**config.mk**
```make
export PLATFORM = sky130hd
export DESIGN_NAME = quadrant_cmd_issuer
export DESIGN_NICKNAME = d
export VERILOG_FILES = /design/src/rtl/quad_pkg.sv /design/src/rtl/onehot_encoder16.sv /design/src/rtl/quadrant_cmd_issuer.sv
export SDC_FILE = /design/constraint.sdc
export NUM_CORES = 1
export LEC_CHECK = 0
export CORE_ASPECT_RATIO = 1.5
export CORE_UTILIZATION = 54
export DETAILED_ROUTE_END_ITERATION = 12
export PLACE_DENSITY = 0.87
export SYNTH_ARGS = -nofsm -noshare
export SYNTH_HDL_FRONTEND = slang
export SYNTH_SLANG_ARGS = --single-unit
```
**constraint.sdc**
```tcl
create_clock -name clk -period 14.7 [get_ports clk]
set_input_delay 2.94 -clock clk [delete_from_list [all_inputs] [get_ports clk]]
set_output_delay 2.94 -clock clk [all_outputs]
set_load 0.05 [all_outputs]
```
**src/rtl/quad_pkg.sv**
```systemverilog
// Shared types and helpers for the quadrant command issuer.
// Combinational helpers only, so there is no latency and no flow control here.
package quad_pkg;

  localparam int QUAD_N = 16;

  typedef enum logic [1:0] {IDLE, PEND, RUN, LOCK} quad_state_t;

  typedef struct packed {
    logic       vld;
    logic [3:0] idx;
  } onehot_t;

  // vld is set only when exactly one bit is high; idx then names that bit.
  function automatic onehot_t onehot16_to_idx(input logic [QUAD_N-1:0] bus);
    onehot_t    r;
    logic [4:0] cnt;
    r   = '0;
    cnt = '0;
    for (int i = 0; i < QUAD_N; i++) begin
      if (bus[i]) begin
        r.idx = 4'(i);
        cnt   = cnt + 5'd1;
      end
    end
    r.vld = (cnt == 5'd1);
    return r;
  endfunction

endpackage

```
**src/rtl/onehot_encoder16.sv**
```systemverilog
// 16-bit one-hot to 4-bit index encoder with a one-hot qualifier.
// Purely combinational, so it has zero latency and no backpressure.
module onehot_encoder16
  import quad_pkg::*;
(
  input  logic [QUAD_N-1:0] onehot,
  output logic [3:0]        idx,
  output logic              is_onehot
);

  onehot_t enc;

  assign enc       = onehot16_to_idx(onehot);
  assign idx       = enc.idx;
  assign is_onehot = enc.vld;

endmodule

```
**src/rtl/quadrant_cmd_issuer.sv**
```systemverilog
// Turns each key press into a quadrant command; cmd_valid rises 1 cycle after the press.
// cmd_valid holds until cmd_ready; presses are dropped while pending, running, or in post-done lockout.
module quadrant_cmd_issuer
  import quad_pkg::*;
#(
  parameter int IMG_W   = 256,
  parameter int IMG_H   = 256,
  parameter int ADDR_W  = 16,
  parameter int LOCKOUT = 1000
) (
  input  logic              clk,
  input  logic              rst,
  input  logic [QUAD_N-1:0] quad_confirm,
  input  logic              cmd_ready,
  input  logic              core_done,
  output logic              cmd_valid,
  output logic [3:0]        cmd_index,
  output logic [ADDR_W-1:0] cmd_base_addr,
  output logic              busy,
  output logic [QUAD_N-1:0] sel_led,
  output logic              err_multi
);

  localparam int unsigned ROW_STRIDE = (IMG_H / 4) * IMG_W;
  localparam int unsigned COL_STRIDE = IMG_W / 4;
  localparam int          CNT_W      = (LOCKOUT > 1) ? $clog2(LOCKOUT) : 1;
  localparam int          LOCK_LOAD  = (LOCKOUT > 0) ? LOCKOUT - 1 : 0;

  quad_state_t      state;
  logic [CNT_W-1:0] lock_cnt;
  logic             prev_any;
  logic             press;
  logic [3:0]       enc_idx;
  logic             enc_onehot;
  logic [31:0]      row_off;
  logic [31:0]      col_off;
  logic [31:0]      addr_full;

  onehot_encoder16 u_enc (
    .onehot    (quad_confirm),
    .idx       (enc_idx),
    .is_onehot (enc_onehot)
  );

  assign press = (|quad_confirm) && !prev_any;
  assign busy  = (state == PEND) || (state == RUN);

  // Strides are elaboration-time constants, so each offset is a 4-way constant mux.
  always_comb begin
    row_off = '0;
    col_off = '0;
    case (enc_idx[3:2])
      2'd1:    row_off = 32'(ROW_STRIDE);
      2'd2:    row_off = 32'(2 * ROW_STRIDE);
      2'd3:    row_off = 32'(3 * ROW_STRIDE);
      default: row_off = '0;
    endcase
    case (enc_idx[1:0])
      2'd1:    col_off = 32'(COL_STRIDE);
      2'd2:    col_off = 32'(2 * COL_STRIDE);
      2'd3:    col_off = 32'(3 * COL_STRIDE);
      default: col_off = '0;
    endcase
    addr_full = row_off + col_off;
  end

  always_ff @(posedge clk) begin
    if (rst) begin
      state         <= IDLE;
      lock_cnt      <= '0;
      prev_any      <= 1'b0;
      cmd_valid     <= 1'b0;
      cmd_index     <= '0;
      cmd_base_addr <= '0;
      sel_led       <= '0;
      err_multi     <= 1'b0;
    end else begin
      prev_any  <= |quad_confirm;
      err_multi <= 1'b0;
      case (state)
        IDLE: begin
          if (press) begin
            if (enc_onehot) begin
              cmd_index     <= enc_idx;
              cmd_base_addr <= ADDR_W'(addr_full);
              sel_led       <= quad_confirm;
              cmd_valid     <= 1'b1;
              state         <= PEND;
            end else begin
              err_multi <= 1'b1;
            end
          end
        end
        PEND: begin
          if (cmd_ready) begin
            cmd_valid <= 1'b0;
            state     <= RUN;
          end
        end
        RUN: begin
          if (core_done) begin
            sel_led  <= '0;
            lock_cnt <= CNT_W'(LOCK_LOAD);
            state    <= (LOCKOUT == 0) ? IDLE : LOCK;
          end
        end
        LOCK: begin
          if (lock_cnt == '0) state <= IDLE;
          else                lock_cnt <= lock_cnt - 1'b1;
        end
        default: state <= IDLE;
      endcase
    end
  end

endmodule

```
==> results of run 1 <==
[power breakdown]
group / internal, mW / total, mW / switching (mW) / leakage (nW)
Clock: 0.0377 / 0.0755 / 0.0378 / 0.0472
Combinational: 0.251 / 0.635 / 0.384 / 1.27
Sequential: 0.138 / 0.164 / 0.0253 / 0.308
Total: 0.427 / 0.874 / 0.447 / 1.62
[cell type report]
cell class	instances	area (sq um)
Multi-Input combinational cell	350	2464
Inverter	25	93.84
Tap cell	74	92.59
Timing Repair Buffer	46	460.4
Sequential cell	38	760.7
Clock inverter	2	12.51
Fill cell	555	2208
Clock buffer	6	82.58
[synth_stat cells, drive strengths merged, types with 9 or more instances]
| library cell | number | share of area (%) |
|---|---|---|
| o21ai | 16 | 2.3 |
| a21o | 9 | 2.0 |
| buf | 19 | 3.9 |
| o2bb2ai | 15 | 3.8 |
| nor3 | 12 | 1.9 |
| nand3 | 10 | 1.4 |
| nor2b | 11 | 2.0 |
| nor2 | 28 | 3.0 |
| ha | 20 | 7.2 |
| xnor2 | 25 | 6.9 |
| xor2 | 9 | 2.3 |
| dfxtp | 38 | 22 |
| a21oi | 23 | 3.5 |
| nand2 | 50 | 5.4 |
| inv | 25 | 2.7 |
| or3 | 9 | 1.6 |
| clkbuf | 14 | 1.5 |
[flip-flops by register name, indices dropped and copies added (netlist names)]
| register | cells |
|---|---|
| state | 2 |
| prev_any | 1 |
| cmd_index | 4 |
| cmd_base_addr | 3 |
| lock_cnt | 10 |
| cmd_valid | 1 |
| sel_led | 16 |
| err_multi | 1 |
[per-stage QoR]
stage	std cells	cell area (sq um)	power, mW
after floorplan	446	3506	0.6631
after global placement	533	3871	0.7713
after detailed placement	533	3871	0.7967
after CTS	541	3966	0.8744
after global routing	541	3966	0.9432
final	541	3966	0.8740
[per-layer routing]
layer	global-route usage [%]	vias up
met5	0	-
met3	2.841	23
met2	49.38	86
met1	24.79	1519
li1	-	1592
met4	13.75	0
[critical path, delay by kind of cell]
kind	cells	cell delay (ps)
adder cells (fa/ha/maj)	14	4030
AND/OR/NAND/NOR	12	2400
AO/OA/AOI/OAI	12	1840
multiplexers	4	1160
buffers and inverters	3	650
XOR/XNOR	1	200
[kinds of logic after synthesis]
| logic type | Yosys count | share of synthesized area, % |
|---|---|---|
| simple gates | 165 | 24.77 |
| compound gates | 108 | 23.40 |
| buf+inv | 58 | 8.125 |
| xor+xnor | 39 | 12.53 |
| flops | 38 | 21.96 |
| fa+ha+maj | 20 | 7.223 |
| mux | 6 | 1.878 |
| other cells | 1 | 0.1082 |
[worst max path at each step]
stage	end	from	slack, ps
after global routing	sel_led[14]$_SDFFE_PP0P_	quad_confirm[0]	990
after CTS	sel_led[14]$_SDFFE_PP0P_	quad_confirm[0]	1690
after floorplan	cmd_base_addr[7]$_SDFFE_PP0P_	quad_confirm[0]	3030
final	sel_led[14]$_SDFFE_PP0P_	quad_confirm[0]	1680
after detailed placement	sel_led[14]$_SDFFE_PP0P_	quad_confirm[0]	1400
after global placement	sel_led[10]$_SDFFE_PP0P_	quad_confirm[0]	1850
==> results by group, run 1 <==
STA
  – Worst-Margin Slew: 905.1 ps
  – Post-route minimum period: 13,020 ps
  – Fmax: 76.78 MHz
  – Final WS setup: between 1500 and 2000 ps
  – WHS: 464.1 ps
  – Max Slew Vio Count: 0
  – # setup viols final: 0
  – Tcrit/Tclk final: roughly nine tenths
  – Setup TNS Final: 0 ps
  – Unrepaired setup endpoints after global routing: no
  – Fin. Hold Viols: 0
  – Worst clock skew: 5.389 ps
  – Slew HR: slightly below 40%

Global routing
  – Gr ovfl total: 0
  – Largest net degree at the start of global routing: 23
  – First-pass GRT wire length: between 10,000 and 15,000 um
  – Vias in the first global route: approximately 3,200
  – Initial antenna violation count: 0
  – Total track usage: 25.47%

Critical path
  – Reg-to-reg startpoint: state[0]$_SDFFE_PP0P_
  – Crit path max fanout: 15
  – Reg2Reg Depth: 10
  – Worst Path Arrival: 13,240 ps
  – CP Class: in2reg
  – Worst path max stage delay: slightly above 700 ps
  – Startpoint Class: primary input
  – Slowest stage cell, crit path: nor3_2
  – Crit path capture type: flip-flop
  – WP data required: 14,920 ps
  – Reg-to-reg setup timing slack: 11,950 ps
  – FF-to-FF End: lock_cnt[9]$_SDFFE_PP0P_
  – CP most frequent cell: ha_1

Clock tree
  – Number of buffers created by CTS: 5
  – Post_cts resized: 0
  – Clk root buf: clkbuf_8
  – Post-CTS Setup Inserts: 0
  – Reg clk slew, reported paths: roughly 70 ps
  – Cts hold-fix bufs: 0
  – CTS tree: built
  – CTS sink count: 38
  – Clock Path Buffers: 2
  – Clock Latency Late Sink: between 200 and 300 ps
  – CTS H-tree lvls: 2

Synth
  – Sequential fraction of the synthesis area: between 20% and 30%
  – Synthesized flop and latch total: 38
  – Netlist cell types: 70
  – Number of flops mapped to enable cells by yosys: 0
  – Ys async rst share: 0%
  – Post-synthesis cell area: 3465 sq um
  – YS warnings: 0
  – Synthesized area per cell: 7.965 sq um
  – Synth Instances: 435
  – Main synth FF type: dfxtp_1

Placed design
  – Routability cong.: just under 0.9
  – HPWL after detailed placement: 6389 um
  – Port Buffer Count: 46
  – Pre-CTS setup slack: 1398 ps

Routing
  – Vias: 3,220
  – DR WL met3: 253 um
  – WL per Instance: about 15 um
  – Max Used Layer: met4
  – Router iterations before antenna repair: 4
  – DRT antenna net count: 0
  – Drt total wl: 7902 um
  – DRC errors left: 0
  – Routed wl met2: 4385 um
  – Met1 WL: between 2000 and 3000 um
  – Vias/cell: a little under 6
  – Initial DRC count: 117

Floorplanning
  – Chip width: slightly below 70 um
  – Die area: between 6000 and 7000 sq um
  – Row cnt: 35
  – Core area: 6175 sq um
  – # IOs: a little under 60
  – Die H: 100.1 um
  – Initial Util: 56.11%

Layout
  – Area delta synth->final: 14.48%
  – Most frequent cells in the layout: nand2_1, clkdlybuf4s50_1, dfxtp_1, nor2_1, inv_1
  – Post-layout util: roughly 64%
  – Ant diodes: 0
  – Nets: 506
  – Most common cell after layout, fill and taps aside: nand2_1
  – Layout cell share with drive strength beyond 1: between 6 and 7%

Power and ir drop
  – P_leak: 1.621 nW
  – P per Cell Area: about 220 nW/um^2
  – VDD IR max: approximately 0.11 mV

Hold path
  – HP Class: reg2reg
  – Hold path cells: 2
  – Hold path startpoint: sel_led[1]$_SDFFE_PP0P_
  – Hold path endpoint: sel_led[1]$_SDFFE_PP0P_

Job
  – Maxcap violations: 0

Outcome
  – Status: finished clean
Note: power is estimated with default switching activity, not from simulation.
==> run 2: changes to the inputs <==
--- a/config.mk
+++ b/config.mk
@@ -6,9 +6,10 @@
 export NUM_CORES = 1
 export LEC_CHECK = 0
 export CORE_ASPECT_RATIO = 1.5
-export CORE_UTILIZATION = 54
+export CORE_UTILIZATION = 55
 export DETAILED_ROUTE_END_ITERATION = 12
-export PLACE_DENSITY = 0.87
+export DONT_BUFFER_PORTS = 1
+export PLACE_DENSITY = 0.76
 export SYNTH_ARGS = -nofsm -noshare
 export SYNTH_HDL_FRONTEND = slang
 export SYNTH_SLANG_ARGS = --single-unit
==> results by group, run 2 (same netlist as run 1, synthesis figures left out) <==
Outcome
  – Status: finished clean

Clock tree
  – Cts hold-fix bufs: 0 (unchanged)
  – Clock Path Buffers: 2 (unchanged)
  – Post_cts resized: 0 (unchanged)
  – Clk root buf: clkbuf_8
  – CTS tree: built
  – Reg clk slew, reported paths: 80 ps (about the same)
  – Clock Latency Late Sink: 300 ps (about the same)
  – Post-CTS Setup Inserts: 0 (unchanged)
  – CTS H-tree lvls: 2 (unchanged)
  – Number of buffers created by CTS: 5 (unchanged)
  – CTS sink count: 38 (unchanged)

Layout
  – Most frequent cells in the layout: nand2_1, dfxtp_1, nor2_1, inv_1, xnor2_1
  – Multi-input gate area: 2464 sq um (unchanged)
  – Nets: 460 (-9.1%)
  – Area delta synth->final: 2.420%
  – Most common cell after layout, fill and taps aside: nand2_1
  – Finished Layout Cells: 495 (-8.5%)
  – Largest reg by FF count: sel_led
  – Layout cell share with drive strength beyond 1: 7.363% (+0.73 points)
  – Largest regs: sel_led (16), lock_cnt (10), cmd_index (4)
  – Number of fill cells: 577 (+4.0%)
  – Ant diodes: 0 (unchanged)
  – Area occupied by registers: 760.7 sq um (unchanged)
  – Max FFs per register: 16 (unchanged)

Routing
  – Vias: 3,001 (-6.8%)
  – WL per Instance: 15.13 um (+3.6%)
  – Initial DRC count: 119 (+1.7%)
  – DRT antenna net count: 0 (unchanged)
  – Drt total wl: 7489 um (-5.2%)
  – Vias/cell: 6.063 (+1.9%)
  – Router iterations before antenna repair: 5 (+1)
  – DRC errors left: 0 (unchanged)

Placed design
  – HPWL after detailed placement: 6015 um (-5.9%)
  – Routability cong.: 0.8991 (+3.5%)
  – Port Buffer Count: 0 (-100%)
  – Pre-CTS setup slack: 2066 ps (+667.6 ps)
  – Placed cells: 487 (-8.6%)

Global routing
  – M2 GR Usage: 46.15% (-3.2 points)
  – Initial antenna violation count: 0 (unchanged)
  – Gr ovfl total: 0 (unchanged)
  – M1 GR Usage: 22.37% (-2.4 points)
  – GRT Max-Usage Layer: met2
  – Met3 usage: 3.440% (+0.60 points)
  – Largest net degree at the start of global routing: 23 (unchanged)
  – First-pass GRT wire length: 11,910 um (-12%)
  – Total track usage: 23.03% (-2.4 points)
  – Vias in the first global route: 2,668 (-17%)

STA
  – Fin. Hold Viols: 0 (unchanged)
  – Final WS setup: 2377 ps (+701.1 ps)
  – Max Slew Vio Count: 0 (unchanged)
  – Fmax: 81.15 MHz (+5.7%)
  – Worst clock skew: 2.319 ps (-3.069 ps)
  – Post-route minimum period: 12,320 ps (-701.1 ps)
  – Unrepaired setup endpoints after global routing: no
  – # setup viols final: 0 (unchanged)
  – Worst-Margin Slew: 1031 ps (+125.8 ps)
  – Slew HR: 31.18% (-8.2 points)
  – WHS: 477.1 ps (+13.02 ps)
  – Setup TNS Final: 0 ps (unchanged)
  – Tcrit/Tclk final: 83.83% (-4.8 points)

Floorplanning
  – Die H: 99.21 um (-0.89%)
  – # IOs: 59 (unchanged)
  – Row cnt: 35 (unchanged)
  – Chip width: 66.81 um (-0.88%)
  – Initial Util: 56.51% (+0.40 points)
  – Core area: 6131 sq um (-0.71%)
  – Die area: 6627 sq um (-1.8%)

Hold path
  – Hold path cells: 2 (unchanged)
  – HP Class: reg2reg
  – Hold path startpoint: lock_cnt[5]$_SDFFE_PP0P_
  – Hold path endpoint: lock_cnt[5]$_SDFFE_PP0P_

Critical path
  – Crit path max fanout: 15 (unchanged)
  – FF-to-FF End: lock_cnt[7]$_SDFFE_PP0P_
  – Slowest stage cell, crit path: nor3_2
  – Crit path capture type: flip-flop
  – Reg-to-reg startpoint: state[1]$_SDFFE_PP0P_
  – CP startpoint: quad_confirm[1]
  – CP most frequent cell: ha_1
  – Reg2Reg Depth: 9 (-1)
  – WP data required: 14,930 ps (about the same)
  – Startpoint Class: primary input
  – Worst Path Arrival: 12,550 ps (-690 ps)
  – Worst path max stage delay: 740 ps (+20 ps)
  – Reg-to-reg setup timing slack: 11,930 ps (-20 ps)
  – CP Class: in2reg

Power and ir drop
  – VDD IR max: 0.1065 mV (-2.5%)
  – P_leak: 1.475 nW (-9.0%)
  – P per Cell Area: 236.2 nW/um^2 (+7.2%)

Job
  – Maxcap violations: 0 (unchanged)
-- run 2: layer usage --
layer / part of all wire [%] / routed length (um)
met2: 57 / 4232
met3: 4.8 / 356
met5: 0 / 0
met1: 37 / 2786
met4: 1.5 / 113
-- run 2: layout make-up --
class / instances / share of cell area, %
clock buffer: 5 / 1.939
inverter: 25 / 2.645
clock inverter: 3 / 1.939
sequential: 38 / 21.44
multi-input combinational: 350 / 69.43
tap: 74 / 2.609
-- run 2: how the worst max path moves through the flow --
stage | endpoint | slack, ps | cells after the start
2_1_floorplan | cmd_base_addr[7]$_SDFFE_PP0P_ | 3030 | 45
3_3_place_gp | sel_led[10]$_SDFFE_PP0P_ | 2320 | 45
3_5_place_dp | sel_led[1]$_SDFFE_PP0P_ | 2070 | 45
4_1_cts | sel_led[1]$_SDFFE_PP0P_ | 2370 | 45
5_1_grt | sel_led[4]$_SDFFE_PP0P_ | 1690 | 45
6_report | sel_led[4]$_SDFFE_PP0P_ | 2380 | 45
-- run 2: power by group --
group	total, mW	internal [mW]	switching, mW
combinational	0.475	0.203	0.272
clock	0.108	0.0680	0.0397
sequential	0.255	0.138	0.117
total	0.838	0.409	0.429
-- run 2: stage by stage --
stage               total power, mW  area, sq um  util, %
floorplan                    0.6631         3506        -
global placement             0.7156         3411    55.63
detailed placement           0.7300         3411    55.63
CTS                          0.8382         3548    57.88
global route                 0.9012         3548    57.88
finish                       0.8382         3548    57.88
-- run 2: worst max-delay path, delay by kind of cell --
family                   cells  cell delay [ps]
multiplexers                 4             1150
adder cells (fa/ha/maj)     14             3940
AO/OA/AOI/OAI               12             1830
XOR/XNOR                     1              210
buffers and inverters        2               90
AND/OR/NAND/NOR             12             2370
==> run 3: changes to the inputs <==
--- a/config.mk
+++ b/config.mk
@@ -9,7 +9,7 @@
 export CORE_UTILIZATION = 55
 export DETAILED_ROUTE_END_ITERATION = 12
 export DONT_BUFFER_PORTS = 1
-export PLACE_DENSITY = 0.76
+export PLACE_DENSITY = 0.79
 export SYNTH_ARGS = -nofsm -noshare
 export SYNTH_HDL_FRONTEND = slang
 export SYNTH_SLANG_ARGS = --single-unit
==> constraint.sdc (replaced) <==
create_clock -name clk -period 10.1 [get_ports clk]
set_input_delay 2.02 -clock clk [delete_from_list [all_inputs] [get_ports clk]]
set_output_delay 2.02 -clock clk [all_outputs]
set_load 0.05 [all_outputs]
==> results by group, run 3 (same netlist as run 1, synthesis figures left out) <==
Floorplanning
  – Die area: 6627 sq um (unchanged)
  – Die H: 99.21 um (unchanged)
  – Initial Util: 56.51% (unchanged)
  – Row cnt: 35 (unchanged)
  – Core area: 6131 sq um (unchanged)
  – # IOs: 59 (unchanged)
  – Chip width: 66.81 um (unchanged)

Hold path
  – Hold path endpoint: lock_cnt[5]$_SDFFE_PP0P_
  – HP Class: reg2reg
  – Hold path startpoint: lock_cnt[5]$_SDFFE_PP0P_
  – Hold path cells: 2 (unchanged)

Clock tree
  – CTS H-tree lvls: 2 (unchanged)
  – CTS sink count: 38 (unchanged)
  – Number of buffers created by CTS: 5 (unchanged)
  – Cts hold-fix bufs: 0 (unchanged)
  – Clk root buf: clkbuf_8
  – Clock Latency Late Sink: 290 ps (about the same)
  – Reg clk slew, reported paths: 80 ps (about the same)
  – CTS tree: built
  – Clock Path Buffers: 2 (unchanged)

Layout
  – Most common cell after layout, fill and taps aside: nand2_1
  – Largest regs: sel_led (16), lock_cnt (10), cmd_index (4)
  – Finished Layout Cells: 530 (+7.1%)
  – Number of fill cells: 516 (-11%)
  – Max FFs per register: 16 (unchanged)
  – Area delta synth->final: 21.24%
  – Layout cell share with drive strength beyond 1: 24.78% (+17 points)
  – Largest reg by FF count: sel_led
  – Most frequent cells in the layout: nand2_1, dfxtp_1, buf_4, nor2_1, xnor2_1
  – Ant diodes: 0 (unchanged)
  – Nets: 495 (+7.6%)
  – Design Area, Final: 4200 sq um (+18%)

Global routing
  – Total track usage: 25.87% (+2.8 points)
  – Vias in the first global route: 3,096 (+16%)
  – Initial antenna violation count: 0 (unchanged)
  – Largest net degree at the start of global routing: 23 (unchanged)
  – Gr ovfl total: 0 (unchanged)
  – First-pass GRT wire length: 13,680 um (+15%)

Power and ir drop
  – Combinational fraction of design power: 66.3% (+9.6 points)
  – Sequential share of power: 25.1% (-5.4 points)
  – Switching Power: 724.9 uW (+69%)
  – P per Cell Area: 355.3 nW/um^2 (+50%)
  – Switching Fraction: 48.58% (-2.6 points)
  – Pint: 767.4 uW (+88%)
  – Clk network pwr share: 8.6% (-4.2 points)
  – VDD IR max: 0.1370 mV (+29%)
  – Total power: 1.492 mW (+78%)
  – P_leak: 1.742 nW (+18%)

STA
  – Post-route minimum period: 10,100 ps
  – Final WS setup: -1.442 ps (-2378 ps)
  – Slew HR: 31.91% (+0.73 points)
  – Tcrit/Tclk final: 100.0%
  – Setup TNS Final: -1.442 ps (-1.442 ps)
  – Worst clock skew: 4.040 ps (+1.720 ps)
  – Worst-Margin Slew: 1020 ps (-11.00 ps)
  – Max Slew Vio Count: 0 (unchanged)
  – Fin. Hold Viols: 0 (unchanged)
  – Fmax: 99.00 MHz
  – Unrepaired setup endpoints after global routing: yes
  – # setup viols final: 1 (+1)

Critical path
  – FF-to-FF End: lock_cnt[9]$_SDFFE_PP0P_
  – Crit path max fanout: 4 (-11)
  – Worst path max stage delay: 540 ps (-200 ps)
  – Worst Path Arrival: 10,280 ps (-2270 ps)
  – Reg2Reg Depth: 10 (+1)
  – Startpoint Class: primary input
  – Crit path capture type: flip-flop
  – WP data required: 10,280 ps (-4650 ps)
  – Reg-to-reg startpoint: state[0]$_SDFFE_PP0P_
  – Reg-to-reg setup timing slack: 7370 ps (-4560 ps)
  – Slowest stage cell, crit path: or4_4
  – CP Class: in2reg

Placed design
  – HPWL after detailed placement: 6147 um (+2.2%)
  – Routability cong.: 0.8240 (-8.4%)
  – Area of placed instances: 3729 sq um (+9.3%)
  – Pre-CTS setup slack: -600.8 ps (-2666 ps)
  – Port Buffer Count: 0 (unchanged)
  – Placed cells: 507 (+4.1%)

Routing
  – Router iterations before antenna repair: 5 (unchanged)
  – Drt total wl: 8560 um (+14%)
  – Initial DRC count: 208 (+75%)
  – Vias/cell: 6.038 (-0.41%)
  – DRC errors left: 0 (unchanged)
  – Vias: 3,200 (+6.6%)
  – WL per Instance: 16.15 um (+6.8%)
  – DRT antenna net count: 0 (unchanged)

Outcome
  – Violated checks: negative setup slack
  – Status: finished, violations left

Job
  – Maxcap violations: 0 (unchanged)
[run 3: changes by cell type in the layout (fill, tap and decap cells not counted), sizes merged]
cell / previous run / this run
bufinv: 2 / 1
buf: 0 / 34
clkinv: 1 / 2
clkbuf: 5 / 6
[run 3: through the flow]
stage	hold slack, ps	util (%)
after floorplan	457.3	-
after global placement	460.2	60.82
after CTS	481.1	64.29
final	482.7	68.51
after global routing	505.5	68.51
after detailed placement	467.0	60.82
[run 3: how the worst max path moves through the flow]
stage / startpoint / cells after the start / to / slack [ps]
after detailed placement: quad_confirm[0] / 45 / sel_led[6]$_SDFFE_PP0P_ / -600
after floorplan: quad_confirm[1] / 45 / cmd_base_addr[7]$_SDFFE_PP0P_ / -140
after CTS: quad_confirm[1] / 45 / cmd_index[1]$_SDFFE_PP0P_ / 3
after global routing: quad_confirm[1] / 46 / sel_led[13]$_SDFFE_PP0P_ / -380
final: quad_confirm[1] / 45 / cmd_index[1]$_SDFFE_PP0P_ / -1
after global placement: quad_confirm[0] / 45 / sel_led[0]$_SDFFE_PP0P_ / -370
[run 3: timing repair]
action,in CTS,in global routing
endpoints found under the hold margin,0,0
resized for setup,9,28
pin swaps,9,21
buffers inserted,6,9
endpoints found under the setup margin,24,27
gates cloned,0,1
[run 3: worst max-delay path: cells and delay by family]
family / cells / cell delay (ps)
multiplexers: 4 / 1120
XOR/XNOR: 1 / 150
AO/OA/AOI/OAI: 12 / 1490
buffers and inverters: 2 / 60
adder cells (fa/ha/maj): 14 / 3650
AND/OR/NAND/NOR: 12 / 1790
[run 3: cell type report]
| type | count | area (sq um) | share of cell area (%) |
|---|---|---|---|
| multi-input combinational | 350 | 2811 | 66.93 |
| sequential | 38 | 760.7 | 18.11 |
| timing repair buffer | 35 | 312.8 | 7.447 |
| inverter | 25 | 113.9 | 2.711 |
| tap | 74 | 92.59 | 2.204 |
| clock buffer | 5 | 68.82 | 1.638 |
| clock inverter | 3 | 40.04 | 0.9532 |
[run 3: metal layers]
metal	wire (um)	share of wire, %	vias to the layer above	global-route usage [%]
li1	-	-	1572	-
met2	4707	55	75	47.55
met5	0	0	-	0
met1	3195	37	1529	28.03
met3	394	4.6	24	4.931
met4	263	3.1	0	10.15
[run 3: power groups by stage]
stage          sequential (mW)  clock, mW  combinational, mW
3_3_place_gp             0.374          0              0.788
2_1_floorplan            0.357          0              0.685
3_5_place_dp             0.377          0              0.815
5_1_grt                  0.384      0.134               1.09
6_report                 0.375      0.128              0.990
4_1_cts                  0.374      0.127              0.874
